**src/rtl/cp0_timer_random.sv**
```systemverilog
// CP0 Count/Compare timer with multi-channel interrupts
// and the Random/Wired pair that feeds the TLBWR index.
module cp0_timer_random #(
  parameter int COUNT_W     = 32,
  parameter int COUNT_DIV   = 2,
  parameter int NUM_CMP     = 1,
  parameter int TLB_ENTRIES = 16,
  localparam int IDX_W      = $clog2(TLB_ENTRIES)
) (
  input  logic               clk,
  input  logic               resetn,
  input  logic               cp0_we,
  input  logic [7:0]         cp0_addr,
  input  logic [31:0]        cp0_wdata,
  output logic [31:0]        cp0_rdata,
  input  logic               count_stall,
  output logic [NUM_CMP-1:0] timer_int,
  output logic               timer_int_any,
  output logic [IDX_W-1:0]   tlbwr_index,
  output logic [COUNT_W-1:0] cp0_count_out
);

  localparam int DIV_W = (COUNT_DIV > 1) ? $clog2(COUNT_DIV) : 1;
  localparam logic [DIV_W-1:0] DIV_MAX = DIV_W'(COUNT_DIV - 1);
  localparam logic [IDX_W-1:0] RND_MAX = IDX_W'(TLB_ENTRIES - 1);

  localparam logic [7:0] A_COUNT  = 8'h48;
  localparam logic [7:0] A_CMP    = 8'h58;
  localparam logic [7:0] A_WIRED  = 8'h30;
  localparam logic [7:0] A_RANDOM = 8'h08;

  logic [COUNT_W-1:0] count_q, count_d, count_inc;
  logic [DIV_W-1:0]   div_q, div_d;
  logic [NUM_CMP-1:0][COUNT_W-1:0] cmp_q, cmp_d;
  logic [NUM_CMP-1:0] tint_q, tint_d;
  logic [NUM_CMP-1:0] hit_q, hit_d;
  logic [NUM_CMP-1:0] cmp_we;
  logic [IDX_W-1:0]   wired_q, wired_d;
  logic [IDX_W-1:0]   rnd_q, rnd_d;
  logic               count_we, wired_we, bump;

  assign count_we  = cp0_we && (cp0_addr == A_COUNT);
  assign wired_we  = cp0_we && (cp0_addr == A_WIRED);
  assign count_inc = count_q + 1'b1;
  assign bump      = !count_we && !count_stall
                     && (div_q == DIV_MAX);

  always_comb begin
    count_d = count_q;
    div_d   = div_q;
    if (count_we) begin
      count_d = cp0_wdata[COUNT_W-1:0];
      div_d   = '0;
    end else if (!count_stall) begin
      if (div_q == DIV_MAX) begin
        div_d   = '0;
        count_d = count_inc;
      end else begin
        div_d = div_q + 1'b1;
      end
    end
  end

  // hit_q marks "the last edge incremented Count onto Compare[k]"
  always_comb begin
    cmp_we = '0;
    cmp_d  = cmp_q;
    hit_d  = '0;
    tint_d = tint_q;
    for (int k = 0; k < NUM_CMP; k++) begin
      cmp_we[k] = cp0_we && (cp0_addr == 8'(A_CMP + k));
      hit_d[k]  = bump && !cmp_we[k]
                  && (count_inc == cmp_q[k]);
      if (cmp_we[k]) begin
        cmp_d[k]  = cp0_wdata[COUNT_W-1:0];
        tint_d[k] = 1'b0;
      end else begin
        tint_d[k] = tint_q[k] | hit_q[k];
      end
    end
  end

  always_comb begin
    wired_d = wired_q;
    rnd_d   = rnd_q;
    if (wired_we) begin
      wired_d = cp0_wdata[IDX_W-1:0];
      rnd_d   = RND_MAX;
    end else if (rnd_q <= wired_q) begin
      rnd_d = RND_MAX;
    end else begin
      rnd_d = rnd_q - 1'b1;
    end
  end

  always_ff @(posedge clk) begin
    if (!resetn) begin
      count_q <= '0;
      div_q   <= '0;
      cmp_q   <= '0;
      tint_q  <= '0;
      hit_q   <= '0;
      wired_q <= '0;
      rnd_q   <= RND_MAX;
    end else begin
      count_q <= count_d;
      div_q   <= div_d;
      cmp_q   <= cmp_d;
      tint_q  <= tint_d;
      hit_q   <= hit_d;
      wired_q <= wired_d;
      rnd_q   <= rnd_d;
    end
  end

  always_comb begin
    cp0_rdata = '0;
    case (cp0_addr)
      A_COUNT:  cp0_rdata = 32'(count_q);
      A_WIRED:  cp0_rdata = 32'(wired_q);
      A_RANDOM: cp0_rdata = 32'(rnd_q);
      default:  cp0_rdata = '0;
    endcase
    for (int k = 0; k < NUM_CMP; k++) begin
      if (cp0_addr == 8'(A_CMP + k))
        cp0_rdata = 32'(cmp_q[k]);
    end
  end

  assign timer_int     = tint_q;
  assign timer_int_any = |tint_q;
  assign tlbwr_index   = rnd_q;
  assign cp0_count_out = count_q;

endmodule

```
**config.mk**
```make
export PLATFORM = sky130hd
export DESIGN_NAME = cp0_timer_random
export DESIGN_NICKNAME = d
export VERILOG_FILES = /design/src/rtl/cp0_timer_random.sv
export SDC_FILE = /design/constraint.sdc
export NUM_CORES = 1
export LEC_CHECK = 0
export ABC_CLOCK_PERIOD_IN_PS = 4250
export CAP_MARGIN = 20
export CORE_UTILIZATION = 55
export CTS_CLUSTER_SIZE = 40
export DETAILED_ROUTE_END_ITERATION = 6
export GPL_TIMING_DRIVEN = 0
export PLACE_DENSITY = 0.88
export SETUP_SLACK_MARGIN = 0.3
export SYNTH_ARGS = -nofsm -noshare
export SYNTH_HDL_FRONTEND = slang
export SYNTH_SLANG_ARGS = --single-unit
```
**constraint.sdc**
```tcl
create_clock -name clk -period 4.25 [get_ports clk]
set_input_delay 0.85 -clock clk [delete_from_list [all_inputs] [get_ports clk]]
set_output_delay 0.85 -clock clk [all_outputs]
set_load 0.01 [all_outputs]
```
==> run metrics, run 1 <==
status completed; Worst IR Drop VDD 0.1520 mV; CTS Buf Count 9; first-pass GRT wire length between 20000 and 30000 um; leak pwr 2.184 nW; gp weighted congestion ~0.96; simple-gate share of the synthesized area 0.2904; Post-Route WL 16380 um; layout cells sized above 1 0.05122; Netlist cell types between 40 and 50; port bufs 111; Row Count 34; Setup crit start kind primary input; async set-reset flop share out of synthesis 0; die height about 96 um; Worst slew margin 0.3602; Synth Register Bits 75; CTS root buffer clkbuf_8; placed cells 872; number of global-route vias before repair approximately 5100; share of power burned in registers 0.463; Switching Power 0.0003528 W; Hold Fails Final Rpt 0; Initial Utilization 0.5650; RSZ-0062 raised after global routing false; antenna violations before repair 0; largest cells by area after synthesis dfxtp_1 (31%), xnor2_1 (8.6%), nand2_1 (8.0%), mux2i_1 (6.5%), nor2_1 (6.0%); ANT cells 0; crit path capture type output pin; XOR/XNOR Fraction of Synth Area 0.1304; Crit path top cell by count clkdlybuf4s50_1; DPL Wire Length 11830 um; Worst Path Arrival 3.02 ns; Pwr Total between 0.0015 and 0.002 W; width of the die ~96 um; crit path max-delay cell type clkdlybuf4s50_1; DR iter-0 viols between 500 and 600; Mapped Cells 653; via count about 5500; Total GRT Usage 0.3532; CTS tree built; fin util 0.7438; Final period util 0.9111; fraction of the mapped netlist area in compound gates 0.1365; Worst-path clk slew 0.08 ns; Vias/cell 6.183; H-tree levels 3; Top-Level Pins between 100 and 150; Pins Over Slew Limit 0; area grow syn2layout 31.64%; Clk pwr share 0.450; critical path class primary input to output pin; synth warn 0; logic gate share of total power 0.087; PD cells ~240 mW/mm^2; DRC 0; Final setup viols 0; Max clock buf depth 2; top post-synthesis cells by count nand2_1 (105), nor2_1 (79), dfxtp_1 (75), xnor2_1 (48), a21oi_1 (39); die area 0.009297 mm^2; Max Cap Viol 0; pin count of the biggest net entering global routing 13; internal cell power around 0.0012 W; EDFF count, synth 0; Worst Hold Class register to register; worst-margin pin slew between 0.9 and 1 ns; GRT overflow 0; fin area ~0.0065 mm^2; min Tclk post-route 3.872 ns; cell with the most instances after synthesis nand2_1; Non-Filler Instances just under 900; synthesized area between 0.004 and 0.005 mm^2; Post-DRT Antenna Nets 0; Worst path max stage delay 0.58 ns; synthesized area per cell around 7.5 um^2; FMAX about 260 MHz; mux cell area share after synthesis 0.06532; crit path max fanout 4; Synth top area share 0.3062; WP data required 3.40 ns; Synth area leader dfxtp_1; clock skew approximately 0.017 ns; clk sink count 75; placed cell area roughly 0.006 mm^2; nets 827; ys flop type dfxtp_1; Post-Synthesis Net Count ~700; Sw Ratio 0.2282; WL per Instance 18.43 um; cells along the critical path clkdlybuf4s50_1, nor4_4, nor4bb_4, a22oi_1, o21ai_0, clkdlybuf4s50_1; Clock Latency Late Sink 0.36 ns; Seq/Total Area, Yosys 0.3062; Pre-antenna DRT Iters 6; core outline area between 0.008 and 0.009 mm^2; largest family of logic cells by synthesized area simple AND/OR/NAND/NOR gates; adder and majority gate portion of the synthesized area 0.01531
-- metal layers --
metal	wire length, um	track usage	vias up
li1	-	-	2524
met1	6838	0.4488	2581
met2	7672	0.5774	344
met3	1394	0.07433	48
met4	479	0.1532	0
met5	0	0	-
-- power by group through the flow --
stage / Sequential, W / Clock (W) / Combinational, W
2_1_floorplan: 0.000732 / 0 / 0.0000523
3_3_place_gp: 0.000731 / 0 / 0.000124
3_5_place_dp: 0.000732 / 0 / 0.000127
4_1_cts: 0.000715 / 0.000698 / 0.000130
5_1_grt: 0.000716 / 0.000727 / 0.000142
6_report: 0.000715 / 0.000696 / 0.000135
-- cell type report --
cell class / instances / area (um^2)
plain buffers: 53 / 239.0
inverters: 10 / 37.54
flip-flops and latches: 75 / 1501
clock buffers: 11 / 151.4
multi-input cells: 515 / 3167
well taps: 108 / 135.1
clock inverters: 4 / 97.59
fillers: 690 / 2223
repair buffers: 113 / 1126
-- through the flow --
| step | hold WS [ns] | TNS [ns] | setup WS [ns] |
|---|---|---|---|
| CTS | 0.4636 | 0 | 0.3621 |
| global placement | 0.4231 | 0 | 0.1051 |
| finish | 0.4568 | 0 | 0.3778 |
| floorplan | 0.4348 | 0 | 1.289 |
| global route | 0.4640 | 0 | 0.2710 |
| detailed placement | 0.4432 | -0.08389 | -0.08389 |
-- worst max-delay path, delay by kind of cell --
kind | cells | cell delay, ns
compound gates | 2 | 0.30
buf+inv | 2 | 1.04
simple gates | 2 | 0.82
-- cells in the final DEF (no fill, tap or decap), types with 18 or more instances in the layout --
| cell | n |
|---|---|
| nand4_1 | 20 |
| nand3_1 | 29 |
| a21oi_1 | 39 |
| xor2_1 | 25 |
| clkdlybuf4s50_1 | 111 |
| o21ai_0 | 18 |
| clkbuf_1 | 31 |
| nand2_1 | 105 |
| xnor2_1 | 48 |
| mux2i_1 | 32 |
| dfxtp_1 | 75 |
| nor2_1 | 79 |
| a211oi_1 | 27 |
-- registers in the layout, summed over array words and instances (netlist names) --
| name | count |
|---|---|
| tlbwr_index | 4 |
| wired_q | 4 |
| div_q | 1 |
| timer_int | 1 |
| cmp_q | 32 |
| hit_q | 1 |
| cp0_count_out | 32 |
-- cells by family after synthesis --
group | Yosys count
and+or+nand+nor | 298
AOI/OAI and AO/OA | 106
DFF | 75
xor gates and xnor gates | 73
buffers and inverters | 63
muxes | 32
adders and majority gates | 6
-- path summary, 6_finish.rpt --
check                           slack (ns)              from  cells past startpoint        endpoint
worst max-delay path                  0.38       cp0_addr[1]                      6    cp0_rdata[0]
worst min-delay path                  0.46    tlbwr_index[0]                      1  tlbwr_index[0]
worst min register to register        0.46    tlbwr_index[0]                      1  tlbwr_index[0]
worst max register to register        0.91  cp0_count_out[1]                      9           hit_q
-- timing repair --
action / CTS / global route
buffers inserted: 2 / 0
hold buffers: 0 / 0
resized for setup: 5 / 4
endpoints found under the setup margin: 6 / 25
endpoints found under the hold margin: 0 / 0
(Power assumes the default switching activity.)
==> run 2: changes to the inputs <==
Settings changed: PLACE_DENSITY 0.88 to 0.87.
==> run 2 against run 1 <==
Net effect:
- sequential power about the same
- highest routed layer unchanged
- total power up 1.0%
- clock skew down 0.0077 ns
- flip-flop and latch count unchanged
- non-clock buffer count up 1
- wire length down 0.62%
- global-route usage up 0.74 points
- first-iteration DRC count down 27%
- core utilization up 0.12 points
- via count down 1.2%
- critical path depth unchanged
- cell count up 0.22%
==> run metrics, run 2 (synthesized netlist as in run 1, its figures left out) <==
status completed; Pins Over Slew Limit 0 (unchanged); Worst IR Drop VDD 0.1278 mV (-16%); Final setup viols 0 (unchanged); Worst Setup SP cp0_addr[1]; WL per Instance 18.27 um (-0.85%); Worst Hold Class register to register; Crit path top cell by count clkdlybuf4s50_1; Worst-path clk slew 0.07 ns (about the same); DPL Wire Length 12060 um (+1.9%); via count 5433 (-1.2%); crit path max fanout 4 (unchanged); nets 828 (+0.12%); placed cell area 0.006150 mm^2 (unchanged); Max Cap Viol 0 (unchanged); Max clock buf depth 2 (unchanged); reg2reg end hit_q; Setup crit start kind primary input; # hold bufs at CTS 0 (unchanged); Clock Latency Late Sink 0.35 ns (about the same); ANT cells 0 (unchanged); most frequent cells in the layout clkdlybuf4s50_1 (111), nand2_1 (105), nor2_1 (79), dfxtp_1 (75), xnor2_1 (48); Pre-antenna DRT Iters 5 (-1); core outline area 0.008678 mm^2 (unchanged); clock skew 0.009547 ns (-0.007747 ns); die height 96.42 um (unchanged); CTS root buffer clkbuf_8; Worst slew margin 0.4507 (+0.09047); crit path max-delay cell type clkdlybuf4s50_1; min Tclk post-route 3.839 ns (-0.03311 ns); Hold Fails Final Rpt 0 (unchanged); CP bufs+invs 2 (unchanged); layout cells sized above 1 0.05364 (+0.002423); R2R Path Start cp0_count_out[1]; area grow syn2layout 31.84%; crit path capture type output pin; Reg2Reg Setup Slack 0.91 ns (about the same); Final period util 0.9033 (-0.007791); width of the die 96.42 um (unchanged); Worst path depth 6 (unchanged); WP data required 3.40 ns (about the same); DR iter-0 viols 379 (-27%); antenna violations before repair 0 (unchanged); leak pwr 2.197 nW (+0.57%); FF+latch area 0.001501 mm^2 (unchanged); fin area 0.006465 mm^2 (+0.16%); GRT overflow 0 (unchanged); gp weighted congestion 0.9411 (-1.9%); Post-Route WL 16280 um (-0.62%); Top-Level Pins 114 (unchanged); worst-margin pin slew 0.8239 ns (-0.1357 ns); clk sink count 75 (unchanged); PD cells 241.6 mW/mm^2 (+0.84%); setup TNS 0 ns (unchanged); Worst Path Arrival 2.99 ns (-0.03 ns); crit path capture cp0_rdata[1]; H-tree levels 3 (unchanged); Worst path max stage delay 0.57 ns (about the same); Vias/cell 6.098 (-1.4%); CTS tree built; Total GRT Usage 0.3606 (+0.007402); CP top delay family buffers and inverters; number of global-route vias before repair 5240 (+2.5%); DRC 0 (unchanged); Initial Utilization 0.5650 (unchanged); R2R cell count 9 (unchanged); Post-DRT Antenna Nets 0 (unchanged); Pwr Total 0.001562 W (+1.0%); pin count of the biggest net entering global routing 13 (unchanged); fin util 0.7450 (+0.001154); most common cell after layout, fill and taps aside clkdlybuf4s50_1; critical path class primary input to output pin; RSZ-0062 raised after global routing false; cells along the critical path clkdlybuf4s50_1, nor4_4, nor4bb_2, a22oi_1, o21ai_0, clkdlybuf4s50_1; first-pass GRT wire length 25600 um (+2.1%); FMAX 260.5 MHz (+0.86%); CTS Buf Count 9 (unchanged); Hold Slack 0.4501 ns (-0.006757 ns); port bufs 111 (unchanged); area taken by multi-input logic gates 0.003158 mm^2 (-0.28%); die area 0.009297 mm^2 (unchanged); Layout fillers 670 (-2.9%); Row Count 34 (unchanged)
==> run 2: changes by cell type in the layout (fill, tap and decap cells not counted), sizes merged <==
cell	change
clkinv	+1
clkinvlp	-1
clkbuf	+2
==> run 2: worst min-delay path by stage <==
| stage | start | end | cells past startpoint |
|---|---|---|---|
| after global routing | tlbwr_index[0] | tlbwr_index[0] | 1 |
| after floorplan | tlbwr_index[0] | tlbwr_index[0] | 1 |
| after global placement | tlbwr_index[0] | tlbwr_index[0] | 1 |
| after CTS | tlbwr_index[0] | tlbwr_index[0] | 1 |
| final | tlbwr_index[0] | tlbwr_index[0] | 1 |
| after detailed placement | tlbwr_index[0] | tlbwr_index[0] | 1 |
==> run 2: final cells by class <==
type,instances,area share
Clock inverter,4,0.01471
Buffer,53,0.03697
Clock buffer,12,0.02555
Sequential cell,75,0.2322
Multi-Input combinational cell,515,0.4885
Tap cell,108,0.02090
Inverter,10,0.005806
Timing Repair Buffer,114,0.1753
==> run 2: report_power, final <==
group / internal [W] / switching (W) / total, W
sequential: 0.000708 / 0.00000755 / 0.000715
combinational: 0.0000660 / 0.0000678 / 0.000134
clock: 0.000438 / 0.000275 / 0.000712
==> run 2: per-stage QoR <==
step / instances / setup WS (ns)
3_3_place_gp: 872 / 0.09498
3_5_place_dp: 872 / 0.009524
4_1_cts: 891 / 0.3723
5_1_grt: 891 / 0.2837
6_report: 891 / 0.4109
2_1_floorplan: 653 / 1.289
==> run 2: per-layer routing <==
layer	track usage	share of wire	wire, um	vias up
met5	0	0	0	-
met4	0.1814	0.029	465	0
met3	0.06260	0.078	1268	41
met2	0.5851	0.47	7689	287
met1	0.4602	0.42	6859	2578
li1	-	-	-	2527
==> run 2: what timing repair did <==
item | in CTS | in global routing
gates resized for setup | 3 | 5
setup buffers | 3 | 0
hold endpoints to repair | 0 | 0
endpoints found under the setup margin | 7 | 29
==> run 3: changes to the inputs <==
Settings changed: DONT_BUFFER_PORTS set to 1, PLACE_DENSITY 0.87 to 0.7.
==> run 3 against run 2 <==
Net effect:
- global-route usage is 3.8 points lower
- flip-flop and latch count stayed put
- non-clock buffer count is 114 lower
- count of clock-buffer cells in the layout is 3 lower
- maximum frequency is 15% higher
- cell area is 19% lower
==> run metrics, run 3 (synthesized netlist as in run 1, its figures left out) <==
Pwr Total 0.001356 W (-13%); HP Start wired_q[3]; Top-Level Pins 114 (unchanged); R2R cell count 9 (unchanged); crit path max fanout 10 (+6); Worst Setup SP cp0_count_out[1]; hold path cells 2 (+1); Post-DRT Antenna Nets 0 (unchanged); nets 714 (-14%); DRC 0 (unchanged); GRT overflow 0 (unchanged); Pre-antenna DRT Iters 5 (unchanged); antenna violations before repair 0 (unchanged); Final period util 0.7879 (-0.1154); placed cell area 0.005039 mm^2 (-18%); pin count of the biggest net entering global routing 14 (+1); Layout fillers 857 (+28%); H-tree levels 3 (unchanged); core outline area 0.008678 mm^2 (unchanged); FMAX 298.6 MHz (+15%); number of global-route vias before repair 4269 (-19%); WP data required 4.48 ns (+1.08 ns); leak pwr 1.730 nW (-21%); clock skew 0.008922 ns (-0.0006254 ns); area grow syn2layout 6.685%; most frequent cells in the layout nand2_1 (105), nor2_1 (79), dfxtp_1 (75), xnor2_1 (48), a21oi_1 (39); die area 0.009297 mm^2 (unchanged); CTS tree built; Vias/cell 6.284 (+3.1%); Total GRT Usage 0.3227 (-0.03791); DR iter-0 viols 243 (-36%); setup TNS 0 ns (unchanged); via count 4883 (-10%); Max Cap Viol 0 (unchanged); Post-Route WL 15080 um (-7.4%); clk sink count 75 (unchanged); Clock Latency Late Sink 0.36 ns (about the same); fin area 0.005231 mm^2 (-19%); RSZ-0062 raised after global routing false; Worst slew margin 0.4133 (-0.03736); Worst IR Drop VDD 0.1257 mV (-1.7%); critical path class register to register; Max clock buf depth 2 (unchanged); Worst Path Arrival 3.58 ns (+0.59 ns); Setup crit start kind register; Hold Fails Final Rpt 0 (unchanged); ANT cells 0 (unchanged); dpl ws 0.9125 ns (+0.9030 ns); gp weighted congestion 0.9481 (+0.74%); min Tclk post-route 3.349 ns (-0.4903 ns); Worst Hold Class register to register; Final setup viols 0 (unchanged); Pins Over Slew Limit 0 (unchanged); # hold bufs at CTS 0 (unchanged); Worst-path clk slew 0.09 ns (+0.02 ns); PD cells 259.2 mW/mm^2 (+7.3%); CTS root buffer clkbuf_8; most common cell after layout, fill and taps aside nand2_1; R2R Path Start cp0_count_out[1]; port bufs 0 (-100%); worst-margin pin slew 0.8800 ns (+0.05604 ns); final worst slack 0.9013 ns (+0.4903 ns); layout cells sized above 1 0.05232 (-0.001323); CTS Buf Count 9 (unchanged); Row Count 34 (unchanged); CTS resizes 0 (-3); DPL Wire Length 11110 um (-7.9%); status completed; crit path capture type register; first-pass GRT wire length 22440 um (-12%); width of the die 96.42 um (unchanged); die height 96.42 um (unchanged); WL per Instance 19.40 um (+6.2%); Post-CTS Setup Bufs 0 (-3); Initial Utilization 0.5650 (unchanged)
[run 3: cell count changes in the layout (fill, tap and decap cells not counted), moves of 2 or more]
| cell | before | now |
|---|---|---|
| clkbuf_2 | 2 | 0 |
| buf_4 | 8 | 5 |
| clkdlybuf4s50_1 | 111 | 0 |
| bufinv_16 | 3 | 1 |
| clkbuf_1 | 31 | 33 |
| clkbuf_8 | 12 | 9 |
| clkinv_2 | 1 | 3 |
| clkinvlp_4 | 0 | 2 |
[run 3: layout make-up]
type / instances / area [um^2] / share of cell area
multi-input cells: 515 / 3128 / 0.5979
flip-flops and latches: 75 / 1501 / 0.2870
plain buffers: 53 / 236.5 / 0.04520
well taps: 108 / 135.1 / 0.02583
clock buffers: 9 / 123.9 / 0.02368
clock inverters: 7 / 68.82 / 0.01315
inverters: 10 / 37.54 / 0.007175
[run 3: critical path, stage by stage, from the launching register on]
cell and delay [ns]:
dfxtp_1 0.58, ha_1 0.27, buf_2 0.24, nand3_1 0.10, nor4_1 0.50, a21oi_1 0.18
nor4_1 0.34, o211ai_1 0.14, or4_1 0.50, nor4_1 0.37
[run 3: final timing paths]
check               end  slack (ns)
max               hit_q        0.90
min          wired_q[3]        0.48
max reg2reg       hit_q        0.90
min reg2reg  wired_q[3]        0.48
[run 3: metrics by stage]
step / util / hold slack (ns) / cells
6_report: 0.6028 / 0.4815 / 777
5_1_grt: 0.6028 / 0.5015 / 777
4_1_cts: 0.6028 / 0.4788 / 777
3_5_place_dp: 0.5806 / 0.4663 / 761
3_3_place_gp: 0.5806 / 0.4605 / 761
2_1_floorplan: - / 0.4348 / 653
[run 3: metal layers]
layer	routed length, um	part of all wire	GRT usage
met1	6495	0.43	0.4347
met5	0	0	0
met3	1381	0.092	0.06964
met4	303	0.020	0.1140
met2	6896	0.46	0.5083
[run 3: where the power goes]
part | leakage (nW) | internal (W) | switching, W
sequential | 0.605 | 0.000708 | 0.00000969
clock | 0.0950 | 0.000269 | 0.000295
combinational | 1.03 | 0.0000250 | 0.0000490
